--- config.mk ---
export PLATFORM = sky130hd
export DESIGN_NAME = i2c_txn_arbiter
export DESIGN_NICKNAME = d
export VERILOG_FILES = /design/src/rtl/i2c_txn_arbiter_pkg.sv /design/src/rtl/i2c_txn_arbiter_rr_pick.sv /design/src/rtl/i2c_txn_arbiter.sv
export SDC_FILE = /design/constraint.sdc
export NUM_CORES = 1
export LEC_CHECK = 0
export CAP_MARGIN = 5
export CORE_MARGIN = 4
export CORE_UTILIZATION = 44
export CTS_CLUSTER_DIAMETER = 100
export DETAILED_ROUTE_END_ITERATION = 12
export PLACE_DENSITY = 0.85
export SLEW_MARGIN = 15
export SYNTH_ARGS = -nofsm -noshare
export SYNTH_HDL_FRONTEND = slang
export SYNTH_SLANG_ARGS = --single-unit
export TNS_END_PERCENT = 1
--- constraint.sdc ---
create_clock -name clk -period 2.6 [get_ports clk]
set_input_delay 0.52 -clock clk [delete_from_list [all_inputs] [get_ports clk]]
set_output_delay 0.52 -clock clk [all_outputs]
set_load 0.01 [all_outputs]
--- src/rtl/i2c_txn_arbiter_pkg.sv ---
// Shared types and constants for the I2C transaction arbiter.
package i2c_arb_pkg;

  typedef enum logic [1:0] {
    S_IDLE,
    S_ISSUE,
    S_WAIT,
    S_RESP
  } state_t;

  localparam logic [1:0] ST_OK      = 2'b00;
  localparam logic [1:0] ST_NACK    = 2'b01;
  localparam logic [1:0] ST_TIMEOUT = 2'b10;

  localparam int unsigned DEV_W  = 7;
  localparam int unsigned BYTE_W = 8;

endpackage

--- src/rtl/i2c_txn_arbiter_rr_pick.sv ---
// Combinational round-robin picker: first set request bit at or after ptr, circularly.
module rr_pick #(
  parameter int unsigned N  = 2,
  parameter int unsigned PW = 1
) (
  input  logic [N-1:0]  req,
  input  logic [PW-1:0] ptr,
  output logic [N-1:0]  onehot,
  output logic [PW-1:0] idx
);

  logic [PW-1:0] w_k;
  logic          w_found;

  always_comb begin
    onehot  = '0;
    idx     = '0;
    w_found = 1'b0;
    w_k     = '0;
    for (int unsigned i = 0; i < N; i++) begin
      w_k = PW'((32'(ptr) + i) % N);
      if (!w_found && req[w_k]) begin
        w_found     = 1'b1;
        onehot[w_k] = 1'b1;
        idx         = w_k;
      end
    end
  end

endmodule

--- src/rtl/i2c_txn_arbiter.sv ---
// Round-robin owner of a shared byte-oriented I2C master; one register transaction per grant,
// supervised by a WAIT-state timeout, with a one-cycle done/irq completion pulse.
module i2c_txn_arbiter
  import i2c_arb_pkg::*;
#(
  parameter int NUM_REQ        = 2,
  parameter int TIMEOUT_CYCLES = 500000,
  parameter int TO_W           = 19
) (
  input  logic                        clk,
  input  logic                        reset,
  input  logic [NUM_REQ-1:0]          req,
  input  logic [DEV_W*NUM_REQ-1:0]    req_dev,
  input  logic [NUM_REQ-1:0]          req_rnw,
  input  logic [BYTE_W*NUM_REQ-1:0]   req_reg,
  input  logic [BYTE_W*NUM_REQ-1:0]   req_wdata,
  output logic [NUM_REQ-1:0]          grant,
  output logic [NUM_REQ-1:0]          done,
  output logic [BYTE_W-1:0]           rdata,
  output logic [1:0]                  status,
  output logic                        irq,
  output logic                        m_start,
  input  logic                        m_ready,
  output logic [DEV_W-1:0]            m_dev,
  output logic                        m_rnw,
  output logic [BYTE_W-1:0]           m_reg,
  output logic [BYTE_W-1:0]           m_wdata,
  input  logic                        m_done,
  input  logic [BYTE_W-1:0]           m_rdata,
  input  logic                        m_nack,
  output logic                        m_abort
);

  localparam int unsigned PW = $clog2(NUM_REQ);

  state_t              r_state, w_state_n;
  logic [NUM_REQ-1:0]  r_grant;
  logic [PW-1:0]       r_ptr, r_own;
  logic [TO_W-1:0]     r_cnt;
  logic [BYTE_W-1:0]   r_rdata;
  logic [1:0]          r_status;
  logic                r_abort;
  logic [DEV_W-1:0]    r_dev;
  logic                r_rnw;
  logic [BYTE_W-1:0]   r_reg, r_wdata;

  logic [NUM_REQ-1:0]  w_onehot;
  logic [PW-1:0]       w_idx;
  logic [DEV_W-1:0]    w_dev;
  logic                w_rnw;
  logic [BYTE_W-1:0]   w_reg, w_wdata;
  logic                w_latch, w_cap, w_to;

  rr_pick #(.N(NUM_REQ), .PW(PW)) u_pick (
    .req    (req),
    .ptr    (r_ptr),
    .onehot (w_onehot),
    .idx    (w_idx)
  );

  always_comb begin
    w_dev   = '0;
    w_rnw   = 1'b0;
    w_reg   = '0;
    w_wdata = '0;
    for (int unsigned i = 0; i < NUM_REQ; i++) begin
      if (w_idx == PW'(i)) begin
        w_dev   = req_dev[i*DEV_W +: DEV_W];
        w_rnw   = req_rnw[i];
        w_reg   = req_reg[i*BYTE_W +: BYTE_W];
        w_wdata = req_wdata[i*BYTE_W +: BYTE_W];
      end
    end
  end

  always_ff @(posedge clk) begin
    if (reset) r_state <= S_IDLE;
    else       r_state <= w_state_n;
  end

  always_comb begin
    w_state_n = r_state;
    w_latch   = 1'b0;
    w_cap     = 1'b0;
    w_to      = 1'b0;
    unique case (r_state)
      S_IDLE:  if (|req) begin
                 w_latch   = 1'b1;
                 w_state_n = S_ISSUE;
               end
      S_ISSUE: if (m_ready) w_state_n = S_WAIT;
      // m_done takes priority over a timeout falling on the same cycle
      S_WAIT:  if (m_done) begin
                 w_cap     = 1'b1;
                 w_state_n = S_RESP;
               end else if (r_cnt == TO_W'(TIMEOUT_CYCLES - 1)) begin
                 w_to      = 1'b1;
                 w_state_n = S_RESP;
               end
      S_RESP:  w_state_n = S_IDLE;
      default: w_state_n = S_IDLE;
    endcase
  end

  always_ff @(posedge clk) begin
    if (reset) begin
      r_grant  <= '0;
      r_ptr    <= '0;
      r_own    <= '0;
      r_cnt    <= '0;
      r_rdata  <= '0;
      r_status <= ST_OK;
      r_abort  <= 1'b0;
      r_dev    <= '0;
      r_rnw    <= 1'b0;
      r_reg    <= '0;
      r_wdata  <= '0;
    end else begin
      r_abort <= w_to;
      if (w_latch) begin
        r_grant <= w_onehot;
        r_own   <= w_idx;
        r_dev   <= w_dev;
        r_rnw   <= w_rnw;
        r_reg   <= w_reg;
        r_wdata <= w_wdata;
      end
      if (r_state == S_ISSUE && m_ready) r_cnt <= '0;
      else if (r_state == S_WAIT)        r_cnt <= r_cnt + 1'b1;
      if (w_cap) begin
        r_rdata  <= r_rnw ? m_rdata : '0;
        r_status <= m_nack ? ST_NACK : ST_OK;
      end
      if (w_to) begin
        r_rdata  <= '0;
        r_status <= ST_TIMEOUT;
      end
      if (r_state == S_RESP) begin
        r_grant <= '0;
        r_ptr   <= (r_own == PW'(NUM_REQ - 1)) ? '0 : r_own + 1'b1;
      end
    end
  end

  assign grant   = r_grant;
  assign irq     = (r_state == S_RESP);
  assign done    = irq ? r_grant : '0;
  assign rdata   = r_rdata;
  assign status  = r_status;
  assign m_start = (r_state == S_ISSUE);
  assign m_abort = r_abort;
  assign m_dev   = r_dev;
  assign m_rnw   = r_rnw;
  assign m_reg   = r_reg;
  assign m_wdata = r_wdata;

endmodule

# Word-level counts from Yosys, hierarchy flattened
# Cells that the tools add are included.
[classes]
magnitude_cmp = 4
addsub = 3
eq_ne = 7
bitwise = 1
n_mux = 35
n_reduce_logical = 12
[op_table]
columns = ["cell", "count"]
rows = [
  ["$mux W8", 3],
  ["$add A19 B1 Y19 const B", 1],
  ["$eq A19 B19 Y1 const B", 1],
  ["$mux W1", 19],
  ["$mux W2", 9],
  ["$pmux W2 S4", 1],
  ["$reduce_or A2 Y1", 4],
  ["$mux W7", 1],
  ["$eq A2 B2 Y1 const B", 2],
  ["$logic_and A1 B1 Y1", 4],
  ["$lt A1 B2 Y1 const B", 2],
  ["$ne A3 B3 Y1 const B", 1],
  ["$reduce_and A3 Y1", 1],
  ["$add A1 B1 Y1 const B", 2],
  ["$demux W1 S1", 2],
  ["$eq A2 B1 Y1 const B", 1],
  ["$ge A1 B1 Y1 const B", 2],
  ["$logic_not A2 Y1", 1],
  ["$ne A2 B1 Y1 const B", 1],
  ["$ne A2 B2 Y1 const B", 1],
  ["$or A2 B2 Y2", 1],
  ["$reduce_bool A2 Y1", 1],
  ["$logic_not A1 Y1", 1],
]
[totals]
ff_bits = 60
input_bits = 63
out_inout_bits = 41

# Logic depth before layout (Yosys ltp)
# Gate-level depths: netlist (run 1).
[logic_depth]
depth_word = 7
depth_mapped = 8

# Hierarchy
# From an unflattened synthesis (run 1), not the netlist that was laid out.
[hier_totals]
cells_unflattened = 302
hier_area_um2 = 2716.4
[modules_own_cells]
columns = ["module", "area_each_um2", "cells_each", "instances"]
rows = [
  ["i2c_txn_arbiter", 2686.3, 298, 1],
  ["rr_pick", 30.0, 4, 1],
]

# Least setup slack after synthesis (run 1)
# No wires, ideal clock.
[synth_path]
path_type = "register to register"
from = "register r_cnt[9]"
to = "register r_rdata[0] (netlist: rdata[0])"
arrival_time_ns = 1.847
required_time_ns = 2.458
path_stages_with_launch = 5
slack_ns = 0.611
cell_sequence = "dfxtp_1 -> or4b_1 -> or4_4 -> o31ai_4 -> a21oi_2"
[synth_via]
elab_chain_cells = 5
[synth_rtl]
columns = ["item", "line", "rtl"]
rows = [
  ["start, declared", "i2c_txn_arbiter.sv:39", "logic [TO_W-1:0] r_cnt;"],
  ["start signal, assigned", "i2c_txn_arbiter.sv:129", "else if (r_state == S_WAIT) r_cnt <= r_cnt + 1'b1;"],
  ["$eq A19 B19 Y1", "i2c_txn_arbiter.sv:96", "end else if (r_cnt == TO_W'(TIMEOUT_CYCLES - 1)) begin"],
  ["$mux W1", "i2c_txn_arbiter.sv:96", ""],
  ["$mux W1", "i2c_txn_arbiter.sv:93", "S_WAIT: if (m_done) begin"],
  ["$mux W1", "i2c_txn_arbiter.sv:86", "unique case (r_state)"],
  ["$reduce_or A2 Y1 (no source line)", "--", ""],
  ["end signal, assigned", "i2c_txn_arbiter.sv:131", "r_rdata <= r_rnw ? m_rdata : '0;"],
  ["end, declared", "i2c_txn_arbiter.sv:40", "logic [BYTE_W-1:0] r_rdata;"],
]
# Every way passes these cells.
# A chain may end at the register's enable or synchronous reset.

# Final worst setup path (run 1)
[layout_path]
from = "register r_state[1]"
to = "output port done[0]"
[layout_via]
elab_chain_cells = 2
[layout_rtl]
columns = ["item", "line", "rtl"]
rows = [
  ["start, declared", "i2c_txn_arbiter.sv:36", "state_t r_state, w_state_n;"],
  ["start signal, assigned", "i2c_txn_arbiter.sv:78", "else r_state <= w_state_n;"],
  ["$eq A2 B2 Y1", "i2c_txn_arbiter.sv:146", "assign irq = (r_state == S_RESP);"],
  ["$mux W2", "i2c_txn_arbiter.sv:147", "assign done = irq ? r_grant : '0;"],
  ["end, declared", "i2c_txn_arbiter.sv:18", "output logic [NUM_REQ-1:0] done,"],
]
# Every way passes these cells.

==> run_results.csv, run 1 <==
group,metric,value,unit
outcome,status,"complete, no violations",
pwr,comb_power_share,36.3,%
pwr,power_density,765.3,nW/um^2
cells_and_area,multi_input_area,1506,sq um
critical_path,worstSetupPathType,"reg -> out",
synthesis,ys_warn_count,0,
pwr,switchingPower,1.009,mW
synthesis,synthesis.nets,377,
cells_and_area,final_common_cell,"clkdlybuf4s50_1",
cts,cts-root-buf,"clkbuf_8",
timing,hold_viol,0,
placed_design,place_area,3918,sq um
global_route,grt_pass1_wl,11.91,mm
placed_design,dpl.hpwl,5.681,mm
timing,slew_viol_final,0,
floorplanning,initial_utilization,46.24,%
critical_path,r2r_setup_slack,0.44,ns
global_route,grt.overflow.total,0,
floorplanning,core_area,6026,sq um
pwr,p_sw_share,32.10,%
synthesis,ys_seq_elements,60,
timing,rsz0062_at_grt,"no",
synthesis,ys_seq_area_share,43.11,%
pwr,irDropWorstVdd,625.5,uV
timing,fin_ws,0.3477,ns
critical_path,crit_buf_inv,1,
job,maxCapViolCount,0,
placed_design,io_buffers,103,
cells_and_area,syn_to_final_growth,47.33,%
cells_and_area,largest_reg_flops,19,
cts,postCtsSetupBuffers,0,
global_route,grt_pass1_vias,2512,
synthesis,netlist_area,2786,sq um
global_route,grt_use_total,19.52,%
floorplanning,die-area,7670,sq um
timing,finalSetupViolations,0,
critical_path,path_cells,"ha_1, and2_1, clkdlybuf4s50_1",
timing,worst_pin_slew,0.6269,ns
timing,fmax,0.4440,GHz
cells_and_area,fillCellCount,476,
critical_path,critical_path_arrival,1.73,ns
synthesis,synthArstFlopShare,0,%
cts,cts_buffer_depth,2,
timing,skew,0.006861,ns
global_route,antenna_found_initial,0,
critical_path,worstSetupStartpointType,"register",
timing,whs,0.4656,ns
cts,cts_resized,0,
critical_path,worstPathMaxFanout,6,
synthesis,synthFlopType,"dfxtp_1",
drt,antenna_left,0,
cells_and_area,finish.instance_area,4105,sq um
placed_design,dp_slack,0.4350,ns
critical_path,crit_slowest_cell,"clkdlybuf4s50_1",
cells_and_area,regMostFlops,"r_cnt",
critical_path,path_delay_family,"buffers and inverters",
cts,path_clk_slew,0.07,ns
drt,routedWlPerCell,15.33,um
critical_path,timing.rr.start,"r_cnt[9]",
critical_path,cp-startpoint,"r_state[1]",
cells_and_area,num-nets-final,479,
drt,dr.pass1.iters,4,
pwr,pwr-share-clk,24.9,%
cts,clock_sinks,60,
drt,vias,2580,
drt,drc,0,
cells_and_area,regArea,1201,sq um
critical_path,crit_required,2.08,ns
cts,worstSkewPairLatency,0.33,ns
synthesis,synth_edf_count,0,
synthesis,postSynthAreaPerCell,9.047,sq um
critical_path,end_kind,"primary output",
cts,cts_buffers,9,
worst_hold_path,hp-class,"reg -> reg",
pwr,leakage,1.466,nW
drt,wl,7.511,mm
synthesis,synth_cell_type_count,50,
drt,drt_iter0_markers,73,
floorplanning,io_pins,104,
cells_and_area,num_antenna_cells,0,
cells_and_area,most-common-layout-cells,"clkdlybuf4s50_1 (103), dfxtp_1 (60), nor2_1 (42)",
pwr,sequentialPowerShare,38.9,%
cts,htree_num_levels,3,
timing,period_minus_slack,2.252,ns
timing,max-slew-margin-rel,58.21,%
synthesis,synth_cells,308,
drt,via_per_inst,5.265,
pwr,p_int,2.133,mW
global_route,grt_max_degree,49,
floorplanning,dieHeight,87.58,um
cts,cts-hold-fix-buffers,0,
critical_path,cp_slowest_stage_delay,0.53,ns
cts,cts_tree,"done",
timing,tns,0,ns
placed_design,gp_congestion,0.8998,
floorplanning,die_x,87.58,um
cells_and_area,drive_gt1_share,9.639,%
worst_hold_path,worstHoldStart,"rdata[5]",
floorplanning,num_rows,28,
timing,post-route-period-util,86.63,%
-- area by class of cell --
class	instances	share of cell area [%]
inverter	4	0.3657
timing repair buffer	109	26.82
clock inverter	4	0.5486
tap	75	2.286
clock buffer	12	4.023
sequential	60	29.26
multi-input combinational	226	36.70
-- layer usage --
layer	share of wire, %	vias up	track usage (%)
li1	-	1302	-
met1	41	1211	23.93
met2	52	55	33.22
met3	4.6	12	3.763
met4	2.1	0	8.508
met5	0	-	0
-- power groups by stage --
| stage | Sequential (mW) | Clock, mW | Combinational [mW] |
|---|---|---|---|
| floorplan | 1.30 | 0 | 0.491 |
| global placement | 1.23 | 0 | 1.11 |
| detailed placement | 1.24 | 0 | 1.14 |
| CTS | 1.22 | 0.795 | 1.15 |
| global route | 1.25 | 0.852 | 1.24 |
| finish | 1.22 | 0.781 | 1.14 |
-- final timing paths --
check,end,depth (start not counted)
max,done[0],3
max reg2reg,rdata[4],4
min,rdata[5],2
min reg2reg,rdata[5],2
-- synth_stat cells, types with 2 or more instances --
| cell type | instances | area, sq um |
|---|---|---|
| nand4_1 | 8 | 50.05 |
| or4b_1 | 2 | 20.02 |
| buf_2 | 3 | 15.01 |
| nand2_1 | 28 | 105.1 |
| and2_1 | 5 | 31.28 |
| a211oi_1 | 24 | 180.2 |
| xor2_1 | 5 | 43.79 |
| a21oi_1 | 8 | 40.04 |
| nor4_1 | 2 | 12.51 |
| nand3b_1 | 2 | 15.01 |
| mux2i_1 | 26 | 260.3 |
| inv_1 | 3 | 11.26 |
| o211ai_1 | 2 | 15.01 |
| ha_1 | 6 | 75.07 |
| or3_1 | 3 | 18.77 |
| xnor2_1 | 5 | 43.79 |
| nand3_1 | 13 | 65.06 |
| a21oi_2 | 9 | 78.83 |
| or2b_1 | 2 | 15.01 |
| and3_1 | 2 | 12.51 |
| or4_1 | 3 | 22.52 |
| nor3_1 | 4 | 20.02 |
| clkbuf_1 | 13 | 48.80 |
| a22oi_1 | 2 | 15.01 |
| nor2_1 | 42 | 157.7 |
| dfxtp_1 | 60 | 1201 |
| o21ai_1 | 2 | 10.01 |
| o21ai_0 | 2 | 10.01 |
-- through the flow --
stage / power [mW] / utilization [%] / cells
CTS: 3.164 / 68.13 / 490
finish: 3.142 / 68.13 / 490
global placement: 2.344 / 65.01 / 474
detailed placement: 2.383 / 65.01 / 474
global route: 3.334 / 68.13 / 490
floorplan: 1.789 / - / 308
-- kinds of logic (layout without fill, tap and decap cells) --
family	Yosys count	count (layout)	share of synthesized area [%]
muxes	28	28	10.15
xor gates and xnor gates	10	10	3.143
AOI/OAI and AO/OA	56	56	15.13
buffers and inverters	22	129	3.233
DFF	60	60	43.11
adders and majority gates	6	6	2.694
and+or+nand+nor	126	126	22.54
-- worst register-to-register path: stages (launching register included) --
cell,delay [ns]
dfxtp_1,0.36
or4b_1,0.53
or4_4,0.55
o31ai_4,0.54
a21oi_2,0.05
Power figures use the tool's default switching activity.
==> run 2: changes to the inputs <==
Settings changed: CTS_CLUSTER_DIAMETER 100 to 40.
==> results of run 2 <==
No change in the layout: final DEF, timing and power equal those of run 1.
==> run 3: changes to the inputs <==
Settings changed: GPL_TIMING_DRIVEN set to 1.
==> results of run 3 <==
No change in the layout: final DEF, timing and power equal those of run 1.
